`src/rtl/matmul_mac_engine_if.sv`:
```
// Bus bundle between the MAC engine, its A/B/C memories and the state controller.
interface matmul_mac_engine_if #(
  parameter int N      = 4,
  parameter int DATA_W = 8,
  parameter int AW     = $clog2(N*N),
  parameter int ACC_W  = 2*DATA_W + $clog2(N)
);
  logic [1:0]               status;
  logic [AW-1:0]            a_addr;
  logic [AW-1:0]            b_addr;
  logic signed [DATA_W-1:0] a_data;
  logic signed [DATA_W-1:0] b_data;
  logic                     c_we;
  logic [AW-1:0]            c_addr;
  logic signed [ACC_W-1:0]  c_data;
  logic                     busy;
  logic                     process_finish;

  // engine side
  modport master (
    input  status, a_data, b_data,
    output a_addr, b_addr, c_we, c_addr, c_data, busy, process_finish
  );

  // controller / memory side
  modport slave (
    output status, a_data, b_data,
    input  a_addr, b_addr, c_we, c_addr, c_data, busy, process_finish
  );
endinterface

```
`src/rtl/matmul_mac_engine.sv`:
```
// C = A x B sequencer: one MAC per cycle, k innermost, three-stage
// issue / accumulate / write pipeline behind synchronous-read memories.
module matmul_mac_engine #(
  parameter int N      = 4,
  parameter int DATA_W = 8,
  parameter int AW     = $clog2(N*N),
  parameter int ACC_W  = 2*DATA_W + $clog2(N)
) (
  input  logic                 clock,
  input  logic                 reset,
  matmul_mac_engine_if.master  bus
);
  localparam int LW = $clog2(N);
  localparam logic [LW-1:0] MAXI = LW'(N-1);

  typedef enum logic [1:0] {IDLE, RUN, DRAIN, DONE} state_t;

  // per-issue tag travelling alongside the memory read
  typedef struct packed {
    logic          first;
    logic          last;
    logic [LW-1:0] i;
    logic [LW-1:0] j;
  } tag_t;

  state_t state_q, state_d;
  logic   drain_q;
  logic   start, adv, abort, issue_last;
  logic   busy, finish;

  logic [LW-1:0] i_q, j_q, k_q;
  logic [LW-1:0] i_n, j_n, k_n;
  logic [AW-1:0] a_addr_q, b_addr_q, c_addr_q;
  logic [1:0]    vld_pipe_q;
  tag_t          tag0_q, tag1_q;

  logic signed [2*DATA_W-1:0] prod;
  logic signed [ACC_W-1:0]    acc_q, acc_d, c_data_q;
  logic                       c_we_q, wr_d;

  // sequencing decisions shared by FSM and datapath
  always_comb begin
    issue_last = (i_q == MAXI) && (j_q == MAXI) && (k_q == MAXI);
    start      = (state_q == IDLE) && (bus.status == 2'b01);
    adv        = (state_q == RUN) && (bus.status == 2'b01) && !issue_last;
    abort      = ((state_q == RUN) || (state_q == DRAIN)) && (bus.status != 2'b01);
  end

  // state register; drain_q counts the two drain cycles
  always_ff @(posedge clock or posedge reset) begin
    if (reset) begin
      state_q <= IDLE;
      drain_q <= 1'b0;
    end else begin
      state_q <= state_d;
      drain_q <= (state_q == DRAIN) && !drain_q;
    end
  end

  // next-state logic
  always_comb begin
    state_d = state_q;
    case (state_q)
      IDLE:  if (bus.status == 2'b01) state_d = RUN;
      RUN:   if (bus.status != 2'b01) state_d = IDLE;
             else if (issue_last)     state_d = DRAIN;
      DRAIN: if (bus.status != 2'b01) state_d = IDLE;
             else if (drain_q)        state_d = DONE;
      DONE:  if (bus.status == 2'b00) state_d = IDLE;
      default: state_d = IDLE;
    endcase
  end

  // state-decoded outputs
  always_comb begin
    busy   = (state_q == RUN) || (state_q == DRAIN);
    finish = (state_q == DONE);
  end

  // next (i,j,k): k innermost, wraps carry into j then i; start restarts at 0
  always_comb begin
    k_n = k_q + 1'b1;
    j_n = j_q;
    i_n = i_q;
    if (k_q == MAXI) begin
      j_n = j_q + 1'b1;
      if (j_q == MAXI) i_n = i_q + 1'b1;
    end
    if (start) begin
      i_n = '0;
      j_n = '0;
      k_n = '0;
    end
  end

  // stage-1 MAC and stage-2 write decision
  always_comb begin
    prod  = bus.a_data * bus.b_data;
    acc_d = (tag1_q.first ? '0 : acc_q)
          + {{(ACC_W-2*DATA_W){prod[2*DATA_W-1]}}, prod};
    wr_d  = vld_pipe_q[1] && tag1_q.last && !abort;
  end

  // issue / accumulate / write pipeline; abort kills everything in flight
  always_ff @(posedge clock or posedge reset) begin
    if (reset) begin
      i_q        <= '0;
      j_q        <= '0;
      k_q        <= '0;
      a_addr_q   <= '0;
      b_addr_q   <= '0;
      vld_pipe_q <= '0;
      tag0_q     <= '0;
      tag1_q     <= '0;
      acc_q      <= '0;
      c_we_q     <= 1'b0;
      c_addr_q   <= '0;
      c_data_q   <= '0;
    end else begin
      vld_pipe_q[1] <= vld_pipe_q[0] && !abort;
      tag1_q        <= tag0_q;
      if (start || adv) begin
        i_q           <= i_n;
        j_q           <= j_n;
        k_q           <= k_n;
        a_addr_q      <= AW'({i_n, k_n});
        b_addr_q      <= AW'({k_n, j_n});
        vld_pipe_q[0] <= 1'b1;
        tag0_q        <= '{first: (k_n == '0), last: (k_n == MAXI), i: i_n, j: j_n};
      end else begin
        vld_pipe_q[0] <= 1'b0;
      end
      if (vld_pipe_q[1]) acc_q <= acc_d;
      c_we_q <= wr_d;
      if (wr_d) begin
        c_addr_q <= AW'({tag1_q.i, tag1_q.j});
        c_data_q <= acc_d;
      end
    end
  end

  assign bus.a_addr         = a_addr_q;
  assign bus.b_addr         = b_addr_q;
  assign bus.c_we           = c_we_q;
  assign bus.c_addr         = c_addr_q;
  assign bus.c_data         = c_data_q;
  assign bus.busy           = busy;
  assign bus.process_finish = finish;
endmodule

```
`src/flat_wrapper.sv`:
```
// flat-port wrapper written by rule: the top's interface ports become plain ports
module matmul_mac_engine_flat 
#(
  parameter int N      = 4,
  parameter int DATA_W = 8,
  parameter int AW     = $clog2(N*N),
  parameter int ACC_W  = 2*DATA_W + $clog2(N)
)
  (clock, reset, bus_status, bus_a_data, bus_b_data, bus_a_addr, bus_b_addr, bus_c_we, bus_c_addr, bus_c_data, bus_busy, bus_process_finish);
  matmul_mac_engine_if #(.N(N), .DATA_W(DATA_W), .AW(AW), .ACC_W(ACC_W)) bus_i ();
  input  logic clock;
  input  logic reset;
  input wire logic [$bits(bus_i.status)-1:0] bus_status;
  input wire logic [$bits(bus_i.a_data)-1:0] bus_a_data;
  input wire logic [$bits(bus_i.b_data)-1:0] bus_b_data;
  output wire logic [$bits(bus_i.a_addr)-1:0] bus_a_addr;
  output wire logic [$bits(bus_i.b_addr)-1:0] bus_b_addr;
  output wire logic [$bits(bus_i.c_we)-1:0] bus_c_we;
  output wire logic [$bits(bus_i.c_addr)-1:0] bus_c_addr;
  output wire logic [$bits(bus_i.c_data)-1:0] bus_c_data;
  output wire logic [$bits(bus_i.busy)-1:0] bus_busy;
  output wire logic [$bits(bus_i.process_finish)-1:0] bus_process_finish;
  assign bus_i.status = bus_status;
  assign bus_i.a_data = bus_a_data;
  assign bus_i.b_data = bus_b_data;
  assign bus_a_addr = bus_i.a_addr;
  assign bus_b_addr = bus_i.b_addr;
  assign bus_c_we = bus_i.c_we;
  assign bus_c_addr = bus_i.c_addr;
  assign bus_c_data = bus_i.c_data;
  assign bus_busy = bus_i.busy;
  assign bus_process_finish = bus_i.process_finish;
  matmul_mac_engine #(.N(N), .DATA_W(DATA_W), .AW(AW), .ACC_W(ACC_W)) u_core (.clock(clock), .reset(reset), .bus(bus_i));
endmodule
```
`config.mk`:
```
export PLATFORM = sky130hd
export DESIGN_NAME = matmul_mac_engine_flat
export DESIGN_NICKNAME = d
export VERILOG_FILES = /design/src/rtl/matmul_mac_engine_if.sv /design/src/rtl/matmul_mac_engine.sv /design/src/flat_wrapper.sv
export SDC_FILE = /design/constraint.sdc
export NUM_CORES = 1
export LEC_CHECK = 0
export BUFFER_PORTS_ARGS = -buffer_cell sky130_fd_sc_hd__buf_4
export CAP_MARGIN = 20
export CORE_ASPECT_RATIO = 0.6
export CORE_UTILIZATION = 55
export CTS_BUF_LIST = sky130_fd_sc_hd__clkbuf_4 sky130_fd_sc_hd__clkbuf_8
export CTS_CLUSTER_SIZE = 30
export DETAILED_ROUTE_END_ITERATION = 10
export PLACE_DENSITY = 0.75
export SLEW_MARGIN = 20
export SYNTH_ARGS = -nofsm -noshare
export SYNTH_HDL_FRONTEND = slang
export SYNTH_SLANG_ARGS = --single-unit
```
`constraint.sdc`:
```
create_clock -name clock -period 3.7 [get_ports clock]
set_clock_uncertainty 0.2 [all_clocks]
set_input_delay 0.925 -clock clock [delete_from_list [all_inputs] [get_ports clock]]
set_output_delay 0.925 -clock clock [all_outputs]
set_load 0.005 [all_outputs]
```
; Yosys cells after proc, flatten, opt, wreduce, memory -nomap -nowiden
; Cells that the tools add are included.
[word_totals]
reg_bits = 68
inputBits = 20
out_inout_bits = 33
word_cells = 70
[op_classes]
addsub = 4
mul = 1
eq_ne = 13
n_mux = 15
n_reduce_logical = 19
[ops]
columns = operator, count
row1 = $mux W2, 12
row2 = $add A18 B18 Y18, 1
row3 = $mux W18, 1
row4 = $mul A8 B8 Y16, 1
row5 = $eq A2 B2 Y1 const B, 6
row6 = $logic_and A1 B1 Y1, 10
row7 = $pmux W2 S4, 1
row8 = $add A2 B1 Y2 const B, 3
row9 = $logic_not A2 Y1, 3
row10 = $ne A3 B2 Y1 const B, 2
row11 = $eq A2 B1 Y1 const B, 2
row12 = $ne A2 B1 Y1 const B, 2
row13 = $reduce_and A4 Y1, 1
row14 = $logic_not A1 Y1, 3
row15 = $logic_or A1 B1 Y1, 2
row16 = $ne A2 B2 Y1 const B, 1
row17 = $mux W1, 1

; Longest topological paths before layout
[logic_depth]
ltp_word = 7
mapped_depth = 27
mapped_depth_nobuf = 27

; Worst setup path after synthesis
; OpenSTA, ideal clock, no wires.
[synth_timing]
path_kind = in2reg
start = input port bus_a_data[3]
end = register u_core.acc_q[17]
setup_time_ns = 0.073
arrival_ns = 6.492
t_required_ns = 3.427
slack_ns = -3.065
path_stages = 25
n_path_buf = 0
path_cell_list = and2_1 > fa_1 > inv_1 > fa_1 > inv_1 > fa_1 > inv_1 > fa_1 > inv_1 > ha_1 > a21oi_1 > o21bai_1 > a21oi_1 > o21ai_0 > a21oi_1 > o21bai_1 > a21oi_1 > xnor2_1 > ha_1 > a21o_1 > or3_1 > a31o_2 > mux2_4 > mux2_4 > a2bb2oi_2
[synth_via]
elab_chain_len = 2
[synth_lines]
columns = element, line
row1 = "start, declared", flat_wrapper.sv:14  ; input wire logic [$bits(bus_i.a_data)-1:0] bus_a_data;
row2 = $mul A8 B8 Y16, matmul_mac_engine.sv:98  ; prod = bus.a_data * bus.b_data;
row3 = $add A18 B18 Y18, matmul_mac_engine.sv:100  ; + {{(ACC_W-2*DATA_W){prod[2*DATA_W-1]}}, prod};
row4 = "end signal, assigned", matmul_mac_engine.sv:115  ; acc_q <= '0;
row5 = "end signal, assigned", matmul_mac_engine.sv:133  ; if (vld_pipe_q[1]) acc_q <= acc_d;
row6 = "end, declared", matmul_mac_engine.sv:38  ; logic signed [ACC_W-1:0] acc_q, acc_d, c_data_q;
; Every way passes these cells.
; A chain may end at the register's enable or synchronous reset.

; Final worst setup path
[layout_timing]
start = input port bus_a_data[4]
end = register u_core.acc_q[17]
; The elaborated chain is that of the path after synthesis.

==> results.toml <==
[worst_setup_path]
endpoint_kind = "register"
worst_path_max_delay_cell = "fa_1"
cp-start-kind = "input port"
critPathMaxStageDelay_ns = 0.50
path_max_fanout = 5
critPathKind = "input port to register"
worstPathArrival_ns = 6.60
cp_data_required_time_ns = 3.77
cpMostUsedCell = "a21oi_2"

[timing]
final_hold_viol_count = 0
tightestPinTransition_ns = 0.974
fmax_mhz = 153
post-route-period-util = 1.76
layout_min_cycle_time_ns = 6.53
finalSetupViolCount = 28
fin_ws_ns = -2.83
slew_violations = 0
slew_headroom = 0.351
rsz0062_at_grt = "yes"

[synth]
avgSynthCellArea_um2 = 9.30
syn_area_mm2 = 0.00574
synthCells = 617
yosysUniqueCellTypes = 46
synth-edff-count = 0
synth-seq-cells = 60
yosysWarnings = 0
synth-seq-area-share = 0.262
synthArstFlopShare = 1.00
synthFlopType = "dfrtp_1"
synth_nets = 746

[grt]
antenna_found_initial = 0
grt_pass1_vias = 4808
grt_max_degree = 50
overflow = 0
grt_pass1_wl_um = 22700
grt_usage = 0.268

[layout]
utilization = 0.821
design_area_mm2 = 0.00820
seq_area_mm2 = 0.00150
area_delta_synth_final_pct = 42.9
layout_common_cells = "133 x buf_4, 84 x inv_1, 66 x nand2_1, 60 x dfrtp_1, 52 x fa_1"
multi_input_area_mm2 = 0.00454
fillerInstances = 529
drive_gt1_frac = 0.421
layout_commonest_cell = "buf_4"
fin_nets = 911
diodes = 0

[status]
status = "complete, but fails checks"
violations = "negative setup slack"

[cts]
cts.sinks = 60
clockBufferDepth = 2
clock_latency_ns = 0.35
clk_pin_slew_ns = 0.07
cts_tree = "built"
cts_root_buf = "clkbuf_8"
numCtsBuffers = 9
cts_max_level = 3

[detailed_routing]
vias_per_cell = 5.35
wirelength_um = 15900
via_count = 4932
wl_per_cell_um = 17.3
drtAntennaViolNets = 0
drt-pass1-iter-count = 5
dr.first_iter.drc_count = 269
drc = 0

[floorplanning]
start_util = 0.574
core_mm2 = 0.00998
die_w_um = 134
chipHeight_um = 81.1
dieArea_mm2 = 0.0109
design.portCount = 53
rows = 28

[worst_hold_path]
hp-class = "register to register"

[flow_run]
cap_viol_max_count = 0

[placed_design]
dpl_cell_area_mm2 = 0.00715
io_buffer_count = 52
gp_congestion = 0.919
dp.final_hpwl_um = 10300
[registers in the layout, indices dropped and copies added (netlist names)]
name	flops
u_core.tag1_q	6
u_core.bus.c_addr	4
u_core.bus.a_addr	1
u_core.bus.c_we	1
u_core.state_q	2
u_core.tag0_q	4
u_core.vld_pipe_q	2
u_core.bus.c_data	18
u_core.acc_q	18
u_core.bus.b_addr	3
u_core.drain_q	1
[per-layer routing]
| layer | share of wire | GRT usage | up-vias |
|---|---|---|---|
| li1 | - | - | 2267 |
| met1 | 0.45 | 0.388 | 2506 |
| met2 | 0.49 | 0.429 | 126 |
| met3 | 0.042 | 0.0437 | 33 |
| met4 | 0.024 | 0.0557 | 0 |
| met5 | 0 | 0 | - |
[kinds of logic after synthesis]
kind of cell / after synthesis / share of synthesized area
xor gates and xnor gates: 34 / 0.0532
DFF: 60 / 0.262
and+or+nand+nor: 207 / 0.176
adders and majority gates: 110 / 0.313
buffers and inverters: 113 / 0.0779
AOI/OAI and AO/OA: 76 / 0.0840
muxes: 17 / 0.0342
[cell usage after synthesis (all sizes together) (4+ instances only)]
cell type | number | share of area
o21a | 5 | 0.0065
ha | 53 | 0.12
a21o | 7 | 0.0092
and2 | 45 | 0.049
nand2 | 78 | 0.051
fa | 56 | 0.20
nand3 | 7 | 0.0061
nand2b | 6 | 0.0065
nor2b | 19 | 0.021
inv | 99 | 0.065
o21ai | 22 | 0.019
xor2 | 10 | 0.015
dfrtp | 60 | 0.26
a21oi | 23 | 0.021
mux2 | 15 | 0.031
nor3 | 8 | 0.0070
xnor2 | 24 | 0.038
clkbuf | 5 | 0.0033
a211oi | 5 | 0.0074
nor2 | 32 | 0.021
buf | 8 | 0.0092
a31o | 4 | 0.0061
o21bai | 6 | 0.0079
[critical path: cells and delay by family]
kind	cells	cell delay [ns]
XOR/XNOR	1	0.14
AO/OA/AOI/OAI	11	1.74
adder cells (fa/ha/maj)	7	2.40
multiplexers	2	0.59
buffers and inverters	4	0.30
AND/OR/NAND/NOR	2	0.50
[through the flow]
| step | cells | hold WS [ns] | setup TNS [ns] | setup WS, ns |
|---|---|---|---|---|
| global route | 922 | 0.194 | -50.29 | -2.98 |
| global placement | 889 | 0.169 | -53.70 | -2.97 |
| floorplan | 617 | 0.154 | -39.66 | -2.77 |
| detailed placement | 889 | 0.177 | -56.23 | -3.11 |
| finish | 922 | 0.181 | -46.91 | -2.83 |
| CTS | 919 | 0.180 | -44.83 | -2.65 |
[final cells by class]
cell class / count / share of cell area
tap: 135 / 0.0206
timing repair buffer: 167 / 0.171
multi-input combinational: 444 / 0.553
inverter: 100 / 0.0460
clock buffer: 11 / 0.0185
clock inverter: 5 / 0.00733
sequential: 60 / 0.183
[path summary, 6_finish.rpt]
kind,from,slack [ns],cells past startpoint,endpoint
max in group asynchronous,reset,2.09,3,u_core.bus.c_data[13]$_DFFE_PP0P_
min in group asynchronous,reset,0.52,2,u_core.bus.c_data[3]$_DFFE_PP0P_
worst min-delay path,u_core.tag0_q[4]$_DFFE_PP0P_,0.18,0,u_core.tag1_q[4]$_DFF_PP0_
worst min register to register,u_core.tag0_q[4]$_DFFE_PP0P_,0.18,0,u_core.tag1_q[4]$_DFF_PP0_
worst max-delay path,bus_a_data[4],-2.83,27,u_core.acc_q[17]$_DFFE_PP0P_
worst max register to register,u_core.tag1_q[5]$_DFF_PP0_,0.10,13,u_core.acc_q[17]$_DFFE_PP0P_
[timing repair]
| action | CTS | global route |
|---|---|---|
| pin swaps | 61 | 42 |
| buffers inserted | 18 | 6 |
| setup endpoints to repair | 30 | 29 |
| hold buffers | 0 | 0 |
| gates resized for setup | 64 | 89 |
Power is not shown: default switching activity piles up to over one toggle a cycle in this logic, so the estimate is an artifact.
